## config.mk

```make
export PLATFORM = sky130hd
export DESIGN_NAME = serial_sub6_flat
export DESIGN_NICKNAME = d
export VERILOG_FILES = /design/src/rtl/serial_sub6_pkg.sv /design/src/rtl/serial_sub6_if.sv /design/src/rtl/oneb_FA.sv /design/src/rtl/serial_sub6.sv /design/src/flat_wrapper.sv
export SDC_FILE = /design/constraint.sdc
export NUM_CORES = 1
export LEC_CHECK = 0
export ABC_AREA = 1
export CORE_UTILIZATION = 40
export CTS_BUF_LIST = sky130_fd_sc_hd__clkbuf_8
export CTS_CLUSTER_SIZE = 16
export DETAILED_ROUTE_END_ITERATION = 16
export PLACE_DENSITY = 0.64
export SLEW_MARGIN = 20
export SYNTH_ARGS = -nofsm -noshare
export SYNTH_HDL_FRONTEND = slang
export SYNTH_SLANG_ARGS = --single-unit
```

## constraint.sdc

```tcl
create_clock -name clk -period 1.12 [get_ports clk]
set_input_delay 0.112 -clock clk [delete_from_list [all_inputs] [get_ports clk]]
set_output_delay 0.112 -clock clk [all_outputs]
set_load 0.005 [all_outputs]
```

## src/rtl/serial_sub6_pkg.sv

```systemverilog
// rtl/serial_sub6_pkg.sv - shared constants and state encoding for serial_sub6
package serial_sub6_pkg;

  localparam int W  = 6;
  localparam int CW = $clog2(W);

  localparam logic [1:0] ST_IDLE = 2'd0;
  localparam logic [1:0] ST_RUN  = 2'd1;
  localparam logic [1:0] ST_DONE = 2'd2;

endpackage

```

## src/rtl/serial_sub6_if.sv

```systemverilog
// rtl/serial_sub6_if.sv - start/done handshake and operand/result bus for serial_sub6
interface serial_sub6_if;
  import serial_sub6_pkg::*;

  logic         start;
  logic [W-1:0] a;
  logic [W-1:0] b;
  logic         ready;
  logic         busy;
  logic         done;
  logic [W:0]   diff;

  modport master (
    output start, a, b,
    input  ready, busy, done, diff
  );

  modport slave (
    input  start, a, b,
    output ready, busy, done, diff
  );

endinterface

```

## src/rtl/oneb_FA.sv

```systemverilog
// rtl/oneb_FA.sv - one-bit full-adder cell
module oneb_FA (
  input  logic a_i,
  input  logic b_i,
  input  logic cin_i,
  output logic sum_o,
  output logic cout_o
);

  assign sum_o  = a_i ^ b_i ^ cin_i;
  assign cout_o = (a_i & b_i) | (a_i & cin_i) | (b_i & cin_i);

endmodule

```

## src/rtl/serial_sub6.sv

```systemverilog
// rtl/serial_sub6.sv - bit-serial unsigned subtractor a - b, LSB first, one bit per clock
module serial_sub6
  import serial_sub6_pkg::*;
(
  input  logic          clk,
  input  logic          rst_n,
  serial_sub6_if.slave  bus
);

  logic [1:0]    state_q, state_d;
  logic [CW-1:0] count_q, count_d;
  logic [W-1:0]  a_sr_q, a_sr_d;
  logic [W-1:0]  b_sr_q, b_sr_d;
  logic          carry_q, carry_d;
  logic [W-1:0]  res_q, res_d;
  logic [W:0]    diff_q, diff_d;
  logic          done_q, done_d;

  logic          fa_sum;
  logic          fa_cout;
  logic          accept;

  // Subtraction as a + ~b + 1: the inverted subtrahend bit feeds the adder, carry presets to 1.
  oneb_FA u_fa (
    .a_i    (a_sr_q[0]),
    .b_i    (~b_sr_q[0]),
    .cin_i  (carry_q),
    .sum_o  (fa_sum),
    .cout_o (fa_cout)
  );

  assign bus.ready = (state_q == ST_IDLE) || (state_q == ST_DONE);
  assign bus.busy  = (state_q == ST_RUN);
  assign bus.done  = done_q;
  assign bus.diff  = diff_q;

  assign accept = bus.ready && bus.start;

  always_comb begin
    state_d = state_q;
    count_d = count_q;
    a_sr_d  = a_sr_q;
    b_sr_d  = b_sr_q;
    carry_d = carry_q;
    res_d   = res_q;
    diff_d  = diff_q;
    done_d  = 1'b0;

    case (state_q)
      ST_IDLE, ST_DONE: begin
        if (accept) begin
          a_sr_d  = bus.a;
          b_sr_d  = bus.b;
          carry_d = 1'b1;
          count_d = '0;
          state_d = ST_RUN;
        end else begin
          state_d = ST_IDLE;
        end
      end
      ST_RUN: begin
        res_d   = {fa_sum, res_q[W-1:1]};
        a_sr_d  = a_sr_q >> 1;
        b_sr_d  = b_sr_q >> 1;
        carry_d = fa_cout;
        count_d = count_q + 1'b1;
        // Final bit: the missing carry-out is the borrow, i.e. the sign of the result.
        if (count_q == CW'(W - 1)) begin
          diff_d  = {~fa_cout, fa_sum, res_q[W-1:1]};
          done_d  = 1'b1;
          state_d = ST_DONE;
        end
      end
      default: state_d = ST_IDLE;
    endcase
  end

  always_ff @(posedge clk or negedge rst_n) begin
    if (!rst_n) begin
      state_q <= ST_IDLE;
      count_q <= '0;
      a_sr_q  <= '0;
      b_sr_q  <= '0;
      carry_q <= 1'b0;
      res_q   <= '0;
      diff_q  <= '0;
      done_q  <= 1'b0;
    end else begin
      state_q <= state_d;
      count_q <= count_d;
      a_sr_q  <= a_sr_d;
      b_sr_q  <= b_sr_d;
      carry_q <= carry_d;
      res_q   <= res_d;
      diff_q  <= diff_d;
      done_q  <= done_d;
    end
  end

endmodule

```

## src/flat_wrapper.sv

```systemverilog
// flat-port wrapper written by rule: the top's interface ports become plain ports
module serial_sub6_flat import serial_sub6_pkg::*;
  (clk, rst_n, bus_start, bus_a, bus_b, bus_ready, bus_busy, bus_done, bus_diff);
  serial_sub6_if bus_i ();
  input  logic clk;
  input  logic rst_n;
  input wire logic [$bits(bus_i.start)-1:0] bus_start;
  input wire logic [$bits(bus_i.a)-1:0] bus_a;
  input wire logic [$bits(bus_i.b)-1:0] bus_b;
  output wire logic [$bits(bus_i.ready)-1:0] bus_ready;
  output wire logic [$bits(bus_i.busy)-1:0] bus_busy;
  output wire logic [$bits(bus_i.done)-1:0] bus_done;
  output wire logic [$bits(bus_i.diff)-1:0] bus_diff;
  assign bus_i.start = bus_start;
  assign bus_i.a = bus_a;
  assign bus_i.b = bus_b;
  assign bus_ready = bus_i.ready;
  assign bus_busy = bus_i.busy;
  assign bus_done = bus_i.done;
  assign bus_diff = bus_i.diff;
  serial_sub6 u_core (.clk(clk), .rst_n(rst_n), .bus(bus_i));
endmodule
```

==> results.rst <==
.. list-table::
   :header-rows: 1

   * - Metric
     - Value
   * - VDD IR-drop max
     - 1.414 mV
   * - Fraction of layout instances using a drive strength above 1
     - 37.84%
   * - Critical Path Fanout Max
     - 4
   * - DR vias/cell
     - 4.646
   * - Leakage power figure
     - 1.180 nW
   * - Level count of the clock H-tree
     - 2
   * - Topmost layer with routed signal wires
     - met4
   * - Peak clock frequency supported by timing
     - 0.8233 GHz
   * - Number of nets in the synthesized netlist
     - 191
   * - Routability Congestion
     - 0.7815
   * - Sum of overflow across all layers after global routing
     - 0
   * - Highest-count cells in the layout ignoring fill and taps
     - 36 x nand2_1, 31 x dfrtp_1, 27 x inv_1, 14 x clkdlybuf4s50_1
   * - Vias in the first global route
     - 1,185
   * - Count of cell types in the netlist
     - 16
   * - Routed wire length
     - 3.223 mm
   * - Average cell area after synthesis
     - 8.404 µm²
   * - Type of the worst setup path
     - reg -> out
   * - Nets
     - 240
   * - Worst EP required
     - 1.01 ns
   * - Number of synthesized flops with an enable pin
     - 0
   * - Arrival time of the worst setup path
     - 1.10 ns
   * - Die W
     - 62.29 µm
   * - Element type at the critical path start
     - register
   * - First-pass GRT wire length
     - 5.119 mm
   * - Num ports
     - 25
   * - Gate count after technology mapping
     - 173
   * - Async set-or-reset flop fraction in the synthesized netlist
     - 100.0%
   * - Commonest non-fill, non-tap cell in the layout
     - nand2_1
   * - Wire length on met3
     - 93 µm
   * - Maximum Capacitance Violations
     - 0
   * - Count of input and output buffers
     - 24
   * - Antenna violation net count after detailed routing
     - 0
   * - Source-to-sink clock delay at the later pin of the worst-skew pair
     - 0.28 ns
   * - Count of vias placed by the detailed router
     - 1,245
   * - Clock sinks
     - 31
   * - Maximum number of pins on one net before global-route repair
     - 32
   * - Run status
     - finished with violations
   * - Number of violations reported at the end of detailed-routing iteration 0
     - 47
   * - Ys flop type
     - dfrtp_1
   * - CTS Hold Bufs
     - 0
   * - Endpoint type of the worst setup path
     - output pin
   * - Slew at the pin closest to its max-slew limit
     - 0.1716 ns
   * - Ant. Diodes
     - 0
   * - Maximum clock skew at final layout
     - 0.004594 ns
   * - Number of synthesized register bits
     - 31
   * - Estimated wirelength of the detail-placed design
     - 1.822 mm
   * - Signed area change from the synthesized netlist to the final layout
     - 53.53%
   * - Power density over cell area
     - 2968 nW/µm²
   * - RSZ-0062 raised after global routing
     - yes
   * - Clock-pin slew on the worst setup and hold paths
     - 0.06 ns
   * - Placed cell count
     - 249
   * - Number of antenna violations at the first check in global routing
     - 0
   * - Pins Over Slew Limit
     - 0
   * - Total CTS buffers
     - 5
   * - Synthesized cell area
     - 1454 µm²
   * - Final Worst Setup Slack
     - -0.09463 ns
   * - Placed Instance Area
     - 1819 µm²
   * - Final setup violation count
     - 18
   * - Number of DRC violations after detailed routing
     - 0
   * - Gr usage total
     - 17.08%
   * - Standard cell core area
     - 3416 µm²
   * - Period utilisation layout
     - 108.4%
   * - Clock tree from TritonCTS
     - built
   * - Number of buffers between clock root and the deepest sink
     - 2
   * - Finished layout cell area
     - 2232 µm²
   * - Headroom to the max-slew limit
     - 88.53%
   * - Final routed wire length divided by cell count
     - 12.03 µm
   * - Starting utilization of the core area
     - 42.56%
   * - Count of synthesis-stage warnings from yosys
     - 0
   * - Tmin final
     - 1.215 ns
   * - Worst setup timing slack at the placement stage
     - -0.1624 ns
   * - Total count of hold-check failures in the final report
     - 0
   * - Class of the most critical hold timing path
     - in -> async
   * - Rows
     - 21
   * - Met2 routed wirelength
     - 1.661 mm
   * - Vert. Die Dim
     - 62.29 µm
   * - DRT Pass-1 Iters
     - 5
   * - Violations in the final reports
     - negative setup slack
   * - Post-synthesis sequential area ratio
     - 53.36%
   * - Routed metal-1 wire length
     - 1.405 mm
   * - Cell at the root of the clock tree
     - clkbuf_8
   * - Die footprint
     - 3880 µm²
   * - Final instance count without filler cells
     - 268
cell families after synthesis:
family,count (synthesis),share of synthesized area (%)
simple gates,80,23.67
buf+inv,42,12.22
flops,31,53.36
compound gates,17,7.659
fa+ha+maj,3,3.098
cell type report:
| cell class | count | area, µm² |
|---|---|---|
| fillers | 271 | 1184 |
| flip-flops and latches | 31 | 775.7 |
| multi-input cells | 101 | 680.7 |
| repair buffers | 47 | 483.0 |
| inverters | 36 | 147.6 |
| clock buffers | 6 | 82.58 |
| well taps | 46 | 57.56 |
| clock inverters | 1 | 5.005 |
where the power goes:
part / internal, mW / switching [mW]
logic: 1.83 / 2.00
clock network: 0.481 / 0.394
registers: 1.64 / 0.288
total: 3.95 / 2.68
flip-flops by register name (all words and copies together), names as in the netlist:
| name | count |
|---|---|
| u_core.a_sr_q | 6 |
| u_core.bus.diff | 7 |
| u_core.carry_q | 1 |
| u_core.state_q | 2 |
| u_core.b_sr_q | 6 |
| u_core.res_q | 5 |
| u_core.count_q | 3 |
| u_core.bus.done | 1 |
through the flow:
step / power, mW / hold slack [ns] / utilization [%] / TNS, ns
floorplan: 3.562 / -0.1836 / - / 0
CTS: 5.729 / 0.2001 / 58.53 / -1.479
detailed placement: 4.494 / 0.4668 / 53.26 / -2.514
finish: 6.624 / 0.1980 / 65.35 / -0.3999
global route: 7.158 / 0.2136 / 65.35 / -1.657
global placement: 4.424 / 0.4557 / 53.26 / -1.750
synth_stat cells (2+ instances only):
library cell / n / area [µm²]
inv_2: 4 / 15.01
ha_1: 2 / 25.02
nand3_1: 21 / 105.1
nand2_1: 50 / 187.7
o21ai_0: 10 / 50.05
dfrtp_1: 31 / 775.7
nor2_1: 4 / 15.01
buf_6: 2 / 22.52
inv_1: 32 / 120.1
o21ai_2: 6 / 52.55
buf_2: 4 / 20.02
nand2_2: 3 / 18.77
critical path, cell delays in order (launching register included):
cell and delay, ns:
dfrtp_1 0.36, inv_2 0.05, buf_6 0.12, nor2_4 0.15
clkbuf_2 0.14
what timing repair did:
item / in CTS / in global routing
endpoints found under the setup margin: 33 / 31
gates resized for setup: 29 / 56
pin swaps: 3 / 18
cloned: 0 / 2
buffers inserted: 7 / 3
per-layer routing:
metal / track usage, % / vias to the layer above
li1: - / 623
met1: 21.33 / 593
met2: 27.75 / 21
met3: 4.412 / 8
met4: 7.849 / 0
met5: 0 / -
final timing paths:
check	slack (ns)	cells after the start	start	endpoint
worst max-delay path	-0.09	4	u_core.state_q[0]	bus_busy
worst min-delay path	0.20	2	rst_n	u_core.a_sr_q[2]
worst max register to register	-0.05	3	u_core.a_sr_q[0]	u_core.res_q[5]
worst min register to register	0.47	2	u_core.a_sr_q[1]	u_core.a_sr_q[1]
max in group asynchronous	0.75	2	rst_n	u_core.bus.diff[5]
min in group clk	0.38	3	bus_a[5]	u_core.a_sr_q[5]
No activity file was read; power rests on OpenSTA's default activity.
